<file path="config.mk">
export PLATFORM = sky130hd
export DESIGN_NAME = jesd_sysref_ctrl
export DESIGN_NICKNAME = d
export VERILOG_FILES = /design/src/rtl/jesd_sysref_ctrl.sv
export SDC_FILE = /design/constraint.sdc
export NUM_CORES = 1
export LEC_CHECK = 0
export ABC_CLOCK_PERIOD_IN_PS = 3000
export CELL_PAD_IN_SITES_DETAIL_PLACEMENT = 1
export CELL_PAD_IN_SITES_GLOBAL_PLACEMENT = 1
export CORE_AREA = 2 2 85 87
export DETAILED_ROUTE_END_ITERATION = 16
export DIE_AREA = 0 0 87 89
export DONT_BUFFER_PORTS = 1
export HOLD_SLACK_MARGIN = 0.08
export PLACE_DENSITY_LB_ADDON = 0.1
export SYNTH_ARGS = -nofsm -noshare
export SYNTH_HDL_FRONTEND = slang
export SYNTH_SLANG_ARGS = --single-unit
</file>
<file path="constraint.sdc">
create_clock -name clock_i -period 3 [get_ports clock_i]
set_clock_uncertainty 0.15 [all_clocks]
set_input_delay 0.3 -clock clock_i [delete_from_list [all_inputs] [get_ports clock_i]]
set_output_delay 0.3 -clock clock_i [all_outputs]
set_load 0.01 [all_outputs]
</file>
<file path="src/rtl/jesd_sysref_ctrl.sv">
// rtl/jesd_sysref_ctrl.sv - JESD204B RX SYSREF sequencer with LMFC counter, sync filter and link FSM
module jesd_sysref_ctrl #(
  parameter int F         = 4,
  parameter int K         = 32,
  parameter int PULSES    = 4,
  parameter int SYNC_FILT = 8,
  parameter int TIMEOUT   = 4096
) (
  input  logic       clock_i,
  input  logic       rst_n_i,
  input  logic       enable_i,
  input  logic       arm_i,
  input  logic [1:0] mode_i,
  input  logic       rx_dev_sync_n_i,
  output logic       sysref_o,
  output logic       lmfc_pulse_o,
  output logic       link_up_o,
  output logic       busy_o,
  output logic       timeout_err_o,
  output logic [7:0] resync_cnt_o,
  output logic [2:0] state_o
);

  localparam int          P         = K * F / 4;
  localparam logic [8:0]  LMFC_LAST = 9'(P - 1);
  localparam logic [7:0]  FILT_LAST = 8'(SYNC_FILT - 1);
  localparam logic [15:0] TMO_LAST  = 16'(TIMEOUT - 1);
  localparam logic [3:0]  BURST_N   = 4'(PULSES);

  localparam logic [2:0] ST_IDLE   = 3'd0;
  localparam logic [2:0] ST_WAIT   = 3'd1;
  localparam logic [2:0] ST_ALIGN  = 3'd2;
  localparam logic [2:0] ST_LOCKED = 3'd3;
  localparam logic [2:0] ST_ERR    = 3'd4;

  localparam logic [1:0] MODE_ONE  = 2'd1;
  localparam logic [1:0] MODE_CONT = 2'd3;

  logic [8:0]  lmfc_cnt_q, lmfc_cnt_d;
  logic        lmfc_pulse_q;
  logic [7:0]  filt_cnt_q, filt_cnt_d;
  logic        sync_f_q, sync_f_d;
  logic [2:0]  state_q, state_d;
  logic [1:0]  mode_q, mode_d;
  logic [15:0] tmo_q, tmo_d;
  logic [3:0]  pulse_cnt_q, pulse_cnt_d;
  logic        sysref_q, sysref_d;
  logic        terr_q, terr_d;
  logic [7:0]  resync_q, resync_d;

  logic        lmfc_edge;
  logic        arm_ok;
  logic [3:0]  budget;
  logic        pulses_left;

  assign lmfc_edge   = (lmfc_cnt_q == 9'd0);
  assign arm_ok      = arm_i && (mode_i != 2'd0);
  assign budget      = (mode_q == MODE_ONE) ? 4'd1 : BURST_N;
  assign pulses_left = (mode_q == MODE_CONT) || (pulse_cnt_q < budget);

  always_comb begin
    lmfc_cnt_d = lmfc_edge ? LMFC_LAST : lmfc_cnt_q - 9'd1;
  end

  // A new sync level is accepted only after SYNC_FILT consecutive samples of it
  always_comb begin
    sync_f_d   = sync_f_q;
    filt_cnt_d = 8'd0;
    if (rx_dev_sync_n_i != sync_f_q) begin
      if (filt_cnt_q == FILT_LAST) begin
        sync_f_d = rx_dev_sync_n_i;
      end else begin
        filt_cnt_d = filt_cnt_q + 8'd1;
      end
    end
  end

  always_comb begin
    state_d     = state_q;
    mode_d      = mode_q;
    tmo_d       = tmo_q;
    pulse_cnt_d = pulse_cnt_q;
    sysref_d    = 1'b0;
    terr_d      = terr_q;
    resync_d    = resync_q;
    if (!enable_i) begin
      state_d = ST_IDLE;
    end else begin
      case (state_q)
        ST_IDLE, ST_ERR: begin
          if (arm_ok) begin
            state_d     = ST_WAIT;
            mode_d      = mode_i;
            terr_d      = 1'b0;
            pulse_cnt_d = 4'd0;
            tmo_d       = 16'd0;
          end
        end
        ST_WAIT: begin
          if (!sync_f_q) begin
            state_d = ST_ALIGN;
            tmo_d   = 16'd0;
          end else if (tmo_q == TMO_LAST) begin
            state_d = ST_ERR;
            terr_d  = 1'b1;
            tmo_d   = 16'd0;
          end else begin
            tmo_d = tmo_q + 16'd1;
          end
        end
        ST_ALIGN: begin
          if (lmfc_edge && pulses_left) begin
            sysref_d = 1'b1;
            if (mode_q != MODE_CONT) pulse_cnt_d = pulse_cnt_q + 4'd1;
          end
          if (sync_f_q) state_d = ST_LOCKED;
        end
        ST_LOCKED: begin
          if (!sync_f_q) begin
            state_d     = ST_WAIT;
            pulse_cnt_d = 4'd0;
            tmo_d       = 16'd0;
            if (resync_q != 8'hFF) resync_d = resync_q + 8'd1;
          end else if (lmfc_edge && (mode_q == MODE_CONT)) begin
            sysref_d = 1'b1;
          end
        end
        default: state_d = ST_IDLE;
      endcase
    end
  end

  always_ff @(posedge clock_i) begin
    if (!rst_n_i) begin
      lmfc_cnt_q   <= LMFC_LAST;
      lmfc_pulse_q <= 1'b0;
      filt_cnt_q   <= 8'd0;
      sync_f_q     <= 1'b1;
      state_q      <= ST_IDLE;
      mode_q       <= 2'd0;
      tmo_q        <= 16'd0;
      pulse_cnt_q  <= 4'd0;
      sysref_q     <= 1'b0;
      terr_q       <= 1'b0;
      resync_q     <= 8'd0;
    end else begin
      lmfc_cnt_q   <= lmfc_cnt_d;
      lmfc_pulse_q <= lmfc_edge;
      filt_cnt_q   <= filt_cnt_d;
      sync_f_q     <= sync_f_d;
      state_q      <= state_d;
      mode_q       <= mode_d;
      tmo_q        <= tmo_d;
      pulse_cnt_q  <= pulse_cnt_d;
      sysref_q     <= sysref_d;
      terr_q       <= terr_d;
      resync_q     <= resync_d;
    end
  end

  assign sysref_o      = sysref_q;
  assign lmfc_pulse_o  = lmfc_pulse_q;
  assign link_up_o     = (state_q == ST_LOCKED);
  assign busy_o        = (state_q == ST_WAIT) || (state_q == ST_ALIGN) || (state_q == ST_LOCKED);
  assign timeout_err_o = terr_q;
  assign resync_cnt_o  = resync_q;
  assign state_o       = state_q;

endmodule

</file>
# --- After elaboration in Yosys (flattened, before gate mapping) ---
# Index checks and enable logic that the tools add are counted.
classes:
  bitwise: 3
  n_reduce_logical: 23
  n_eq_ne: 19
  mux: 25
  n_addsub: 5
  n_lt_le_gt_ge: 1
ops:
  columns: ["operator", "count"]
  rows:
  - ["2-to-1 mux 16 bit", 4]
  - ["one-hot mux 16 bit (3 select lines)", 1]
  - ["2-to-1 mux 3 bit", 6]
  - ["adder 16 x 1 -> 16 bit (second input constant)", 1]
  - ["adder 8 x 1 -> 8 bit (second input constant)", 2]
  - ["equality test 16 x 12 -> 1 bit (second input constant)", 1]
  - ["2-to-1 mux 4 bit", 4]
  - ["!= test 2 bit (second input constant)", 8]
  - ["one-hot mux 3 bit (4 select lines)", 1]
  - ["one-hot mux 4 bit (3 select lines)", 1]
  - ["AND reduction 4 bit", 3]
  - ["zero test 9 bit", 1]
  - ["subtractor 9 x 1 -> 9 bit (second input constant)", 1]
  - ["equality test 8 x 3 -> 1 bit (second input constant)", 1]
  - ["!= test 8 bit (second input constant)", 1]
  - ["equality test 3 x 2 -> 1 bit (second input constant)", 2]
  - ["2-to-1 mux 1 bit", 6]
  - ["AND reduction 6 bit", 1]
  - ["nonzero test 3 bit", 2]
  - ["AND reduction 5 bit", 1]
  - ["adder 4 x 1 -> 4 bit (second input constant)", 1]
  - ["< comparator 4 x 3 -> 1 bit", 1]
  - ["one-hot mux 1 bit (2 select lines)", 2]
  - ["AND reduction 2 bit", 2]
  - ["14 further kinds", 22]
totals:
  reg_bits: 54
  output_inout_bits: 16

# --- Depth between registers and ports, before layout ---
# Gate-level depths: netlist (run 1).
logic_depth:
  ltp_word: 7
  depth_mapped: 7
  depth_no_buf: 6

# --- Least setup slack after synthesis (run 1) ---
# OpenSTA, ideal clock, no wires.
synth_timing:
  kind: "reg2reg"
  start: "register state_q[2], in the netlist state_o[2]"
  end: "register tmo_q[9]"
  arrival_time_ps: 1820
  slack_ps: 956
  period_less_slack_ps: 2044
  setup_ps: 74
  path_stages_with_launch: 8
  path_buffers: 2
  path_cell_list: "dfxtp_1 clkbuf_1 and4bb_2 nand2_1 or3_1 buf_2 or3_1 o21ai_0"
synth_between:
  elab_chain_len: 4
  word_cells_on_any_way: 10
  classes_between: "eq/ne (5); mux (1); reduce/logical (4)"
synth_rtl:
  columns: ["element", "line", "text"]
  rows:
  - ["from (decl)", "43", "logic [2:0] state_q, state_d;"]
  - ["from (signal assigned)", "151", "state_q <= state_d;"]
  - ["equality test 3 bit / zero test 3 bit (equally long branches)", "89", "case (state_q)"]
  - ["OR reduction 2 bit", "89", null]
  - ["!= test 2 bit (no line) / nonzero test 3 bit (equally long branches)", null, null]
  - ["AND reduction 4 bit (no line)", null, null]
  - ["to (signal assigned)", "153", "tmo_q <= tmo_d;"]
  - ["to (decl)", "45", "logic [15:0] tmo_q, tmo_d;"]
# Several ways; a longest one is shown, not always the timed one.
# A chain may end at the register's enable or synchronous reset.

# --- Worst setup path after layout (run 1) ---
layout_timing:
  start: "register state_q[0], in the netlist state_o[0]"
  end: "register tmo_q[9]"
# The elaborated chain is that of the path after synthesis.

==> flow_summary_export.csv, run 1 <==
group,metric,value,unit
synthesis,synth_top_area_share,40.5,%
place,io_buffers,0,
die,start_util,39.7,%
route,drc,0,
cells_and_area,final_util,42.8,%
synthesis,synthArstFlopShare,0,%
power_and_ir_drop,peakVddDrop,161,uV
route,dr.first_iter.drc_count,44,
critical_path,rrSetupSlack,0.46,ns
route,via_per_inst,5.50,
timing,tns,0,ns
synthesis,synth_compound_area_share,12.4,%
route,post_drt_wl_per_cell,15.5,um
synthesis,syn_area_per_cell,8.39,um^2
critical_path,cp_max_fo,15,
synthesis,synth-xor-area-share,6.89,%
clock_tree,htree_levels,2,
grt,grt_pass1_wl,10500,um
die,std_cell_rows,30,
timing,tightest_slew,0.909,ns
timing,finalSetupViolations,0,
timing,max_freq,0.394,GHz
critical_path,crit_required,3.09,ns
place,place_inst,388,
place,place_ws,0.465,ns
outcome,outcome,"finished clean",
die,dieWidth,87,um
min_path,min_to,"pulse_cnt_q[2]",
die,pin_count,23,
clock_tree,cts_tree,"done",
clock_tree,insertion_delay,0.31,ns
critical_path,endpoint_kind,"flip-flop",
critical_path,rr_endpoint,"tmo_q[9]",
grt,grt_max_degree,28,
die,die-area,7740,um^2
clock_tree,clock_path_buffers,2,
cells_and_area,layout-drive-gt1-share,4.66,%
place,place_congestion,0.778,
timing,min_period,2.54,ns
synthesis,synth_area,2670,um^2
run,max_cap_viol_count,0,
min_path,min_path_cells,3,
route,num_vias,2209,
cells_and_area,fin_nets,335,
cells_and_area,final-instance-count-excl-fill,402,
synthesis,syn-num-nets,332,
critical_path,r2r_cells,5,
timing,finalWorstSetupSlack,0.460,ns
timing,rsz0062_at_grt,"no",
cells_and_area,area_growth,7.78,%
critical_path,arrival,2.63,ns
die,die_y,89,um
synthesis,syn_inst,318,
cells_and_area,multi_input_area,1500,um^2
synthesis,post-synth-top-count-cell,"dfxtp_1",
synthesis,synth.distinct_cells,48,
clock_tree,cts.clk_slew.worst_paths,0.10,ns
grt,grt_use_total,17.2,%
synthesis,synth_simple_gate_area_share,31.1,%
synthesis,synth_seq_cells,54,
synthesis,synth_edf_count,0,
grt,grt_pass1_vias,2232,
cells_and_area,n_antenna_cell,0,
synthesis,post-synth-top-area-cell,"dfxtp_1",
critical_path,cp-start-kind,"flip-flop",
timing,finalCritPeriodShare,84.7,%
clock_tree,clock-sinks,54,
timing,hold_violations,0,
synthesis,yosysSeqAreaShare,40.5,%
route,routed_wl,6210,um
synthesis,synthAdderAreaFrac,3.28,%
route,ant_nets,0,
timing,slew_headroom,39.2,%
power_and_ir_drop,p_leak,1.03,nW
power_and_ir_drop,powerDensity,418,nW/um^2
grt,antenna_found_initial,0,
synthesis,yosys-mux-area-fraction,2.63,%
min_path,min-delay-start,"rst_n_i",
synthesis,synth_commonest_cells,"dfxtp_1 (54), nand2_1 (32), nor2_1 (32), nand3_1 (25), o21ai_0 (16)",
synthesis,netlist_top_cells_area,"dfxtp_1 (41%), nand3_1 (4.7%), nand2_1 (4.5%)",
clock_tree,cts_buffers,5,
route,drt_pre_antenna_iters,4,
clock_tree,cts_setup_buffers,0,
synthesis,synth_top_flop_cell,"dfxtp_1",
timing,drv_slew,0,
min_path,hp-class,"in -> reg",
synthesis,synth_top_family_by_area,"simple AND/OR/NAND/NOR gates",
cells_and_area,final.fill_count,790,
cells_and_area,final-seq-area,1080,um^2
place,dp_hpwl,4460,um
die,design.core.area,6720,um^2
critical_path,rr_startpoint,"state_o[0]",
synthesis,synth_warnings,0,
clock_tree,root_buffer,"clkbuf_8",
grt,grt-ovfl-total,0,
critical_path,path_class,"reg -> reg",
==> worst max-delay path: stages, from the launching register on <==
cell and delay (ns):
dfxtp_1 0.69, nor2b_1 0.28, a32oi_1 0.29, or3_1 0.59, or3_1 0.39, o21ai_0 0.08
==> layout by cell type, fill, tap and decap left out, types with 2 or more instances in the layout <==
cell,n
a31oi_1,2
nor2_1,32
dfxtp_1,54
nand3b_1,3
nand2_1,32
nand2b_1,2
a21boi_0,5
nor3_1,11
nand4_1,6
and3_1,5
ha_1,7
or4_1,3
dlygate4sd3_1,6
mux2i_1,7
xor2_1,10
and2_1,9
nand3_1,25
a21oi_1,10
and4bb_2,2
o31ai_1,5
and4_1,2
nor2b_1,6
or3_1,7
inv_1,10
clkbuf_8,5
o21ai_0,16
nor4_1,4
a32oi_1,3
xnor2_1,11
==> sequential cells by signal, indices dropped and copies added, names as in the netlist <==
signal	cells
lmfc_cnt_q	9
sync_f_q	1
state_o	3
timeout_err_o	1
filt_cnt_q	8
sysref_o	1
tmo_q	16
pulse_cnt_q	4
mode_q	2
lmfc_pulse_o	1
resync_cnt_o	8
==> metal layers <==
| metal | vias up | routed length, um | GRT usage [%] |
|---|---|---|---|
| met3 | 8 | 160 | 4.06 |
| met5 | - | 0 | 0 |
| li1 | 1132 | - | - |
| met4 | 0 | 102 | 5.40 |
| met2 | 19 | 2960 | 29.2 |
| met1 | 1050 | 2990 | 21.7 |
==> cell families after synthesis <==
kind of cell | after synthesis
AOI/OAI and AO/OA | 51
xor gates and xnor gates | 21
adders and majority gates | 7
buffers and inverters | 21
DFF | 54
muxes | 7
and+or+nand+nor | 157
==> final cells by class <==
class / instances / share of cell area (%)
tap: 80 / 3.48
sequential: 54 / 37.6
timing repair buffer: 7 / 2.35
multi-input combinational: 243 / 52.3
clock inverter: 2 / 0.478
clock buffer: 6 / 2.52
inverter: 10 / 1.30
==> what timing repair did <==
item,4_1_cts,5_1_grt
endpoints found under the hold margin,28,0
resized for setup,0,0
setup endpoints to repair,0,0
hold buffers,6,0
==> power by group <==
part           switching, mW  internal (mW)  leakage, nW
Sequential           0.00791          0.723        0.436
Clock                  0.240          0.165       0.0452
Combinational         0.0403         0.0248        0.544
==> stage by stage <==
stage                     total power [mW]  area, um^2  hold WS, ns
after CTS                             1.22        2880       0.0836
after floorplan                      0.795        2670        0.221
after detailed placement             0.803        2730        0.220
after global routing                  1.26        2880        0.109
final                                 1.20        2880       0.0950
after global placement               0.801        2730        0.219
==> worst max-delay path by stage <==
stage	cells after the start	end	from
2_1_floorplan	7	tmo_q[9]	state_o[2]
3_3_place_gp	5	tmo_q[9]	state_o[0]
3_5_place_dp	5	tmo_q[4]	state_o[0]
4_1_cts	5	tmo_q[9]	state_o[0]
5_1_grt	5	tmo_q[9]	state_o[0]
6_report	5	tmo_q[9]	state_o[0]
Note: power is estimated with default switching activity, not from simulation.
==> run 2: changes to the inputs <==
Settings changed: ABC_CLOCK_PERIOD_IN_PS 3000 to 2200.
Clock period 3 ns to 2.2 ns, I/O delays scaled along.
==> run 2 against run 1 <==
  * Final area rose by 6.5%
  * Die area did not move
  * Maximum frequency rose by 21%
  * Register-to-register slack got worse by 0.37 ns
  * Sequential power rose by 36%
  * Via count rose by 5.5%
  * Cell count rose by 5.5%
  * Critical endpoint is now pulse_cnt_q[2]
  * Core utilization rose by 2.8 points
  * Clock power rose by 41%
  * Largest cell class unchanged
  * Wire length rose by 6.7%
  * Critical path depth did not move
==> flow_summary_export.csv, run 2 (synthesis results as in run 1) <==
group,metric,value,unit
outcome,outcome,"finished clean",
place,io_buffers,0,
die,design.core.area,6720,um^2
timing,finalWorstSetupSlack,0.0927,ns
clock_tree,cts_tree,"done",
cells_and_area,largest_reg_flops,16,
run,max_cap_viol_count,0,
grt,grt-ovfl-total,0,
route,dr.first_iter.drc_count,43,
route,via_per_inst,5.50,
timing,tightest_slew,0.988,ns
power_and_ir_drop,switching_share,25.0,%
power_and_ir_drop,pwr-share-comb,6.6,%
timing,rsz0062_at_grt,"no",
clock_tree,insertion_delay,0.32,ns
min_path,min_to,"tmo_q[5]",
critical_path,path_class,"reg -> reg",
cells_and_area,final_common_cell,"dfxtp_1",
critical_path,r2r_cells,5,
place,place_congestion,0.802,
power_and_ir_drop,peakVddDrop,248,uV
timing,min_period,2.11,ns
route,routed_wl,6630,um
timing,drv_slew,0,
cells_and_area,n_antenna_cell,0,
power_and_ir_drop,powerDensity,548,nW/um^2
route,ant_nets,0,
critical_path,cp_max_fo,3,
power_and_ir_drop,p_leak,1.15,nW
critical_path,rrSetupSlack,0.09,ns
timing,hold_violations,0,
power_and_ir_drop,clkPwrFrac,34.1,%
timing,finalCritPeriodShare,95.8,%
timing,max_freq,0.475,GHz
critical_path,rr_endpoint,"pulse_cnt_q[2]",
cells_and_area,fin_nets,357,
cells_and_area,final.fill_count,816,
cells_and_area,layout-drive-gt1-share,13.4,%
power_and_ir_drop,internal-power,1.26,mW
place,dp_hpwl,4860,um
critical_path,rr_startpoint,"mode_q[1]",
cells_and_area,reg_top3,"tmo_q (16), lmfc_cnt_q (9)",
power_and_ir_drop,p_seq_share,59.3,%
cells_and_area,area_growth,14.8,%
cells_and_area,final_cell_mix,"dfxtp_1 (49), nor2_1 (32), nand2_1 (32)",
grt,grt_use_total,18.9,%
timing,slew_headroom,34.1,%
die,pin_count,23,
cells_and_area,largest_register,"tmo_q",
min_path,min_path_cells,3,
route,post_drt_wl_per_cell,15.6,um
clock_tree,root_buffer,"clkbuf_8",
grt,grt_max_degree,32,
power_and_ir_drop,power.switching,0.420,mW
route,drt_pre_antenna_iters,4,
critical_path,cp-start-kind,"flip-flop",
clock_tree,htree_levels,2,
min_path,min-delay-start,"rst_n_i",
clock_tree,clock_path_buffers,2,
die,die-area,7740,um^2
die,die_y,89,um
route,num_vias,2331,
clock_tree,cts.clk_slew.worst_paths,0.10,ns
critical_path,crit_required,2.31,ns
grt,grt_pass1_vias,2407,
die,std_cell_rows,30,
route,drc,0,
critical_path,arrival,2.22,ns
die,dieWidth,87,um
place,place_ws,0.0499,ns
clock_tree,clock-sinks,54,
min_path,hp-class,"in -> reg",
clock_tree,cts_buffers,5,
timing,tns,0,ns
grt,antenna_found_initial,0,
grt,grt_pass1_wl,11600,um
critical_path,endpoint_kind,"flip-flop",
die,start_util,39.7,%
timing,finalSetupViolations,0,
run 2: cell types whose count changed in the layout (fill, tap and decap cells not counted), sizes merged:
cell	delta
clkbuf	-1
buf	+23
dlygate4sd3	-2
dlymetal6s4s	+1
clkinvlp	+1
run 2: layout make-up:
type / instances / area, um^2 / area share [%]
multi-input combinational: 243 / 1520 / 49.5
sequential: 54 / 1090 / 35.5
timing repair buffer: 29 / 233 / 7.60
tap: 80 / 100 / 3.27
clock buffer: 5 / 68.8 / 2.25
inverter: 10 / 37.5 / 1.23
clock inverter: 3 / 21.3 / 0.694
run 2: per-stage QoR:
| step | total power, mW | cell area (um^2) | hold WS [ns] | std cells | utilization, % |
|---|---|---|---|---|---|
| after floorplan | 1.08 | 2670 | 0.198 | 318 | - |
| after global placement | 1.11 | 2900 | 0.137 | 411 | 43.2 |
| after detailed placement | 1.11 | 2900 | 0.142 | 411 | 43.2 |
| after CTS | 1.71 | 3040 | 0.0865 | 424 | 45.3 |
| after global routing | 1.76 | 3060 | 0.0814 | 424 | 45.6 |
| final | 1.68 | 3060 | 0.0846 | 424 | 45.6 |
run 2: worst max-delay path, stage by stage (launching register included):
cell and delay (ns):
dfxtp_2 0.34, or4b_1 0.54, a211oi_2 0.28, nand4_1 0.14, or4_1 0.52, nand3_1 0.07
run 2: what timing repair did:
item,4_1_cts,5_1_grt
hold buffers,5,0
endpoints found under the hold margin,34,0
resized for setup,0,8
setup buffers,0,0
setup endpoints to repair,0,12
run 2: power groups by stage:
stage,registers [mW],clock network [mW],logic [mW]
3_5_place_dp,1.02,0,0.0943
2_1_floorplan,1.02,0,0.0681
5_1_grt,0.997,0.642,0.125
3_3_place_gp,1.02,0,0.0919
4_1_cts,0.994,0.605,0.111
6_report,0.994,0.573,0.111
run 2: worst max path at each step:
stage | startpoint | end | slack (ns) | cells past startpoint
2_1_floorplan | state_o[2] | tmo_q[9] | 0.16 | 7
6_report | mode_q[1] | pulse_cnt_q[2] | 0.09 | 5
3_5_place_dp | mode_q[0] | pulse_cnt_q[2] | 0.05 | 5
3_3_place_gp | mode_q[0] | pulse_cnt_q[2] | 0.11 | 5
5_1_grt | mode_q[1] | pulse_cnt_q[2] | 0.002 | 6
4_1_cts | mode_q[0] | pulse_cnt_q[2] | 0.03 | 5
run 2: routing by layer:
layer / part of all wire (%) / wire (um) / GRT usage (%)
met5: 0 / 0 / 0
met4: 1.7 / 112 / 6.68
met3: 3.2 / 214 / 4.06
met2: 48 / 3210 / 32.3
met1: 47 / 3090 / 23.5
